$ cat src/rtl/m_mem_access.sv
// M-stage data-memory access unit: turns a load/store into a req/ack bus
// transaction, stalls the pipeline until the bus answers, extends load data.
module m_mem_access #(
    parameter int TIMEOUT = 16
) (
    input  logic        clk,
    input  logic        reset,
    input  logic [3:0]  mem_op,
    input  logic [31:0] addr,
    input  logic [31:0] wdata,
    input  logic        Req,
    output logic        stall,
    output logic [31:0] dm_out,
    output logic [4:0]  exc_code,
    output logic        bus_req,
    output logic        bus_we,
    output logic [31:0] bus_addr,
    output logic [3:0]  bus_byteen,
    output logic [31:0] bus_wdata,
    input  logic        bus_ack,
    input  logic [31:0] bus_rdata
);
    localparam int CW = $clog2(TIMEOUT + 1);

    localparam logic [3:0] OP_LW  = 4'd1;
    localparam logic [3:0] OP_LH  = 4'd2;
    localparam logic [3:0] OP_LHU = 4'd3;
    localparam logic [3:0] OP_LB  = 4'd4;
    localparam logic [3:0] OP_LBU = 4'd5;
    localparam logic [3:0] OP_SW  = 4'd6;
    localparam logic [3:0] OP_SH  = 4'd7;
    localparam logic [3:0] OP_SB  = 4'd8;

    typedef enum logic [1:0] {IDLE, BUSY, DONE, DRAIN} state_t;

    state_t         state_q, state_d;
    logic [CW-1:0]  cnt_q, cnt_d;
    logic [3:0]     op_q, op_d;
    logic [31:0]    addr_q, addr_d;
    logic [3:0]     byteen_q, byteen_d;
    logic [31:0]    wdata_q, wdata_d;
    logic [31:0]    rdata_q, rdata_d;
    logic           tmo_q, tmo_d;

    logic           op_valid, adel, ades, start, cnt_max, active;
    logic [3:0]     lane_byteen;
    logic [31:0]    lane_wdata;
    logic [7:0]     rd_byte [4];
    logic [7:0]     sel_byte;
    logic [15:0]    sel_half;

    genvar gi;
    for (gi = 0; gi < 4; gi++) begin : g_lane
        assign rd_byte[gi] = rdata_q[8*gi +: 8];
    end

    // Alignment check and store-lane preparation on the live M-stage inputs
    always_comb begin
        op_valid    = (mem_op >= OP_LW) && (mem_op <= OP_SB);
        adel        = ((mem_op == OP_LW) && (addr[1:0] != 2'b00)) ||
                      (((mem_op == OP_LH) || (mem_op == OP_LHU)) && addr[0]);
        ades        = ((mem_op == OP_SW) && (addr[1:0] != 2'b00)) ||
                      ((mem_op == OP_SH) && addr[0]);
        start       = (state_q == IDLE) && op_valid && !adel && !ades && !Req;
        lane_byteen = 4'b1111;
        lane_wdata  = 32'd0;
        case (mem_op)
            OP_SW: lane_wdata = wdata;
            OP_SH: begin
                lane_byteen = 4'b0011 << addr[1:0];
                lane_wdata  = {2{wdata[15:0]}};
            end
            OP_SB: begin
                lane_byteen = 4'b0001 << addr[1:0];
                lane_wdata  = {4{wdata[7:0]}};
            end
            default: lane_wdata = 32'd0;
        endcase
    end

    assign cnt_max = (cnt_q == CW'(TIMEOUT - 1));

    always_comb begin
        state_d  = state_q;
        cnt_d    = cnt_q;
        op_d     = op_q;
        addr_d   = addr_q;
        byteen_d = byteen_q;
        wdata_d  = wdata_q;
        rdata_d  = rdata_q;
        tmo_d    = tmo_q;
        stall    = 1'b0;
        exc_code = 5'd0;
        case (state_q)
            IDLE: begin
                if (op_valid && adel) exc_code = 5'd4;
                else if (op_valid && ades) exc_code = 5'd5;
                if (start) begin
                    stall    = 1'b1;
                    state_d  = BUSY;
                    cnt_d    = '0;
                    op_d     = mem_op;
                    addr_d   = addr;
                    byteen_d = lane_byteen;
                    wdata_d  = lane_wdata;
                    tmo_d    = 1'b0;
                end
            end
            BUSY: begin
                stall = 1'b1;
                // A flush that coincides with the ack or the expiry has nothing left to drain
                if (bus_ack) begin
                    rdata_d = bus_rdata;
                    state_d = Req ? IDLE : DONE;
                end else if (cnt_max) begin
                    tmo_d   = !Req;
                    state_d = Req ? IDLE : DONE;
                end else begin
                    cnt_d = cnt_q + 1'b1;
                    if (Req) state_d = DRAIN;
                end
            end
            DONE: begin
                state_d = IDLE;
                if (tmo_q) exc_code = 5'd7;
            end
            DRAIN: begin
                stall = 1'b1;
                if (bus_ack || cnt_max) state_d = IDLE;
                else cnt_d = cnt_q + 1'b1;
            end
            default: state_d = IDLE;
        endcase
    end

    always_comb begin
        dm_out   = 32'd0;
        sel_byte = rd_byte[addr_q[1:0]];
        sel_half = addr_q[1] ? rdata_q[31:16] : rdata_q[15:0];
        if ((state_q == DONE) && !tmo_q) begin
            case (op_q)
                OP_LW:   dm_out = rdata_q;
                OP_LH:   dm_out = {{16{sel_half[15]}}, sel_half};
                OP_LHU:  dm_out = {16'd0, sel_half};
                OP_LB:   dm_out = {{24{sel_byte[7]}}, sel_byte};
                OP_LBU:  dm_out = {24'd0, sel_byte};
                default: dm_out = 32'd0;
            endcase
        end
    end

    // Bus outputs come straight from state flops so reset drops them at once
    assign active     = (state_q == BUSY) || (state_q == DRAIN);
    assign bus_req    = active;
    assign bus_we     = active && (op_q >= OP_SW) && (op_q <= OP_SB);
    assign bus_addr   = active ? {addr_q[31:2], 2'b00} : 32'd0;
    assign bus_byteen = active ? byteen_q : 4'd0;
    assign bus_wdata  = active ? wdata_q : 32'd0;

    always_ff @(posedge clk or negedge reset) begin
        if (!reset) begin
            state_q  <= IDLE;
            cnt_q    <= '0;
            op_q     <= 4'd0;
            addr_q   <= 32'd0;
            byteen_q <= 4'd0;
            wdata_q  <= 32'd0;
            rdata_q  <= 32'd0;
            tmo_q    <= 1'b0;
        end else begin
            state_q  <= state_d;
            cnt_q    <= cnt_d;
            op_q     <= op_d;
            addr_q   <= addr_d;
            byteen_q <= byteen_d;
            wdata_q  <= wdata_d;
            rdata_q  <= rdata_d;
            tmo_q    <= tmo_d;
        end
    end

endmodule

$ cat config.mk
export PLATFORM = sky130hd
export DESIGN_NAME = m_mem_access
export DESIGN_NICKNAME = d
export VERILOG_FILES = /design/src/rtl/m_mem_access.sv
export SDC_FILE = /design/constraint.sdc
export NUM_CORES = 1
export LEC_CHECK = 0
export ABC_AREA = 1
export CAP_MARGIN = 20
export CORE_MARGIN = 2
export CORE_UTILIZATION = 40
export CTS_CLUSTER_SIZE = 30
export DETAILED_ROUTE_END_ITERATION = 12
export GPL_TIMING_DRIVEN = 0
export PLACE_DENSITY_LB_ADDON = 0.25
export SYNTH_ARGS = -nofsm -noshare
export SYNTH_HDL_FRONTEND = slang
export SYNTH_SLANG_ARGS = --single-unit
$ cat constraint.sdc
create_clock -name clk -period 1.73 [get_ports clk]
set_input_delay 0.4325 -clock clk [delete_from_list [all_inputs] [get_ports clk]]
set_output_delay 0.4325 -clock clk [all_outputs]
set_load 0.005 [all_outputs]
==> results.ini <==
[outcome]
status=finished, violations left
violations=negative hold slack, negative setup slack

[placement]
io_buffer_count=207
dp.cells=1275
placed_area_sq_mm=0.00850
hpwl_mm=14.0
gp_congestion=0.922

[clock_tree]
cts_buffers=9
clk_latency_ns=0.36
clockRootBuffer=clkbuf_16
cts_tree=yes
clkTransAtPathRegs_ns=0.09
htreeDepth=3
clockBufferDepth=2
cts_sinks=112

[global_routing]
grt_pass1_wl_mm=33.7
antenna_found_initial=1
grt_pass1_vias=6544
grt_max_degree=68
gr-total-overflow=0
grt_use_total_pct=26.3

[power]
p_total_mw=12.5
leakage_nw=6.01
power_density_mw_per_mm2=1120
ir_drop_mv=0.701

[cells_and_area]
area_growth_pct=82.7
nNetsFinal=1314
layout.cells.non_filler=1401
drive_gt1_share_pct=48.1
diodes=0
final_area_sq_mm=0.0112

[synth]
ys_seq_area_share_pct=45.7
synthSimpleGateAreaFrac_pct=26.6
syn_area_sq_mm=0.00613
avgSynthCellArea_sq_um=6.99
ys_ff_latch=112
synth_fa_ha_area_share_pct=0.408
synthXorXnorAreaFrac_pct=0.143
ys_types=29
synth.mux.area_fraction_pct=0
synth_compound_area_share_pct=14.4
synth_top_family_by_area=simple AND/OR/NAND/NOR gates
syn_inst=876
yosysWarnings=0

[flow_run]
drv_cap=0

[sta]
clock-skew-final_ns=0.0118
rsz0062_at_grt=true
setup_viol=181
fin_crit_ns=2.53
hold_violations=2
min_period_over_period_pct=146
fin_ws_ns=-0.801
max_freq_mhz=395
drv_slew=0
hold_slack_ns=-0.00711

[route]
drc=0
drt_wl_total_mm=25.8
postRouteAntennaNets=0
drt_pass1_iterations=5
viasPerCell=5.29
detail_route.iter0.violations=636
wl_per_cell_um=18.4
dr_total_vias=7416

[worst_setup_path]
crit_required_ns=1.30
cp-start-kind=flop
crit_path_end_kind=output pin
cp_data_arrival_time_ns=2.10
worstPathMaxFanout=8
crit_type=flop to output pin

[die]
dieArea_sq_mm=0.0163
fp.dieW_um=128
core-area_sq_mm=0.0151
start_util_pct=40.6
die_y_um=128
ioPinCount=212
rows=45

[hold_path]
hp-class=input pin to async pin

==> logic make-up (layout without fill, tap and decap cells) <==
| family | Yosys count | after routing |
|---|---|---|
| AND/OR/NAND/NOR | 427 | 427 |
| buffers and inverters | 180 | 514 |
| AO/OA/AOI/OAI | 153 | 153 |
| flip-flops | 112 | 112 |
| adder cells (fa/ha/maj) | 2 | 2 |
| other | 1 | 4 |
| XOR/XNOR | 1 | 1 |
==> cell usage after synthesis (all sizes together) <==
cell	n	area (sq um)
nand2	383	1440
inv	130	493
dfrtp	112	2800
o21ai	66	330
a21oi	38	190
buf	30	209
nor2	30	115
o211ai	24	180
clkbuf	19	71.3
a22oi	15	113
nand3	10	50.1
a31oi	7	43.8
nor3	4	25.0
ha	2	25.0
a2111oi	1	8.76
a211oi	1	7.51
clkinv	1	3.75
conb	1	3.75
o22ai	1	6.26
xor2	1	8.76
==> worst max-delay path, cell delays in order, from the launching register on <==
cell and delay [ns]:
dfrtp_1 0.43, buf_2 0.23, nand2_1 0.09, o21ai_1 0.17
nor2_4 0.08, buf_4 0.15, buf_4 0.12, a21oi_1 0.23
a21oi_4 0.10, buf_2 0.13
==> power by group <==
| group | leakage (nW) | switching, mW | internal (mW) |
|---|---|---|---|
| sequential | 1.43 | 0.819 | 3.47 |
| combinational | 4.42 | 3.09 | 2.75 |
| clock | 0.163 | 1.09 | 1.34 |
==> metrics by stage <==
step / utilization (%) / worst slack (ns) / hold WS, ns / TNS, ns
detailed placement: 56.4 / -1.19 / 0.394 / -105.07
floorplan: - / -0.00748 / 0.137 / -0.0339
global placement: 56.2 / -4.32 / 0.463 / -586.00
global route: 74.2 / -0.801 / 0.0204 / -56.39
CTS: 64.6 / -0.607 / 0.0124 / -38.83
finish: 74.2 / -0.801 / -0.00711 / -45.27
==> registers in the layout (all words and copies together), names as in the netlist <==
| signal | cells |
|---|---|
| addr_q | 32 |
| rdata_q | 32 |
| wdata_q | 32 |
| cnt_q | 5 |
| byteen_q | 4 |
| op_q | 4 |
| state_q | 2 |
| tmo_q | 1 |
==> area by class of cell <==
cell class,count,area (sq um)
fill,1089,3900
clock buffer,10,239
multi-input combinational,587,3680
buffer,43,522
tap,188,235
timing repair buffer,324,3080
inverter,131,532
clock inverter,6,98.8
sequential,112,2810
==> per-layer routing <==
metal  up-vias  track usage [%]  share of wire [%]
met3       100             4.30                7.7
met4         2             10.5                4.3
li1       3368                -                  -
met1      3537             35.9                 39
met2       409             42.1                 49
met5         -                0              0.050
==> worst paths after layout <==
kind                             from          end  slack (ns)  cells after the start
max reg2reg                state_q[0]   addr_q[18]       -0.07                     13
min                             reset  wdata_q[28]      -0.007                      1
min in group clk            mem_op[2]      op_q[2]        0.34                      3
min reg2reg                addr_q[28]   addr_q[28]        0.49                      2
max                         addr_q[1]   dm_out[15]       -0.80                      9
max in group asynchronous       reset  rdata_q[13]        1.03                      2
==> timing repair <==
item	in CTS	in global routing
cloned	6	14
pin swaps	43	43
endpoints found under the setup margin	206	203
hold buffers	0	0
endpoints found under the hold margin	0	0
resized for setup	507	443
buffers inserted	60	45
==> cell usage in the layout, fill, tap and decap left out, types with 16 or more instances in the layout <==
master,n
o21ai_1,21
dfrtp_1,109
nor2_1,18
a21oi_2,20
o21ai_0,18
a21oi_1,16
o211ai_1,24
clkbuf_16,23
buf_2,57
buf_4,43
clkdlybuf4s50_1,96
inv_1,75
clkbuf_2,44
buf_6,76
nand2_1,232
buf_8,23
nand2_4,46
o21ai_2,26
inv_2,45
nand2_2,104
(Power assumes the default switching activity.)
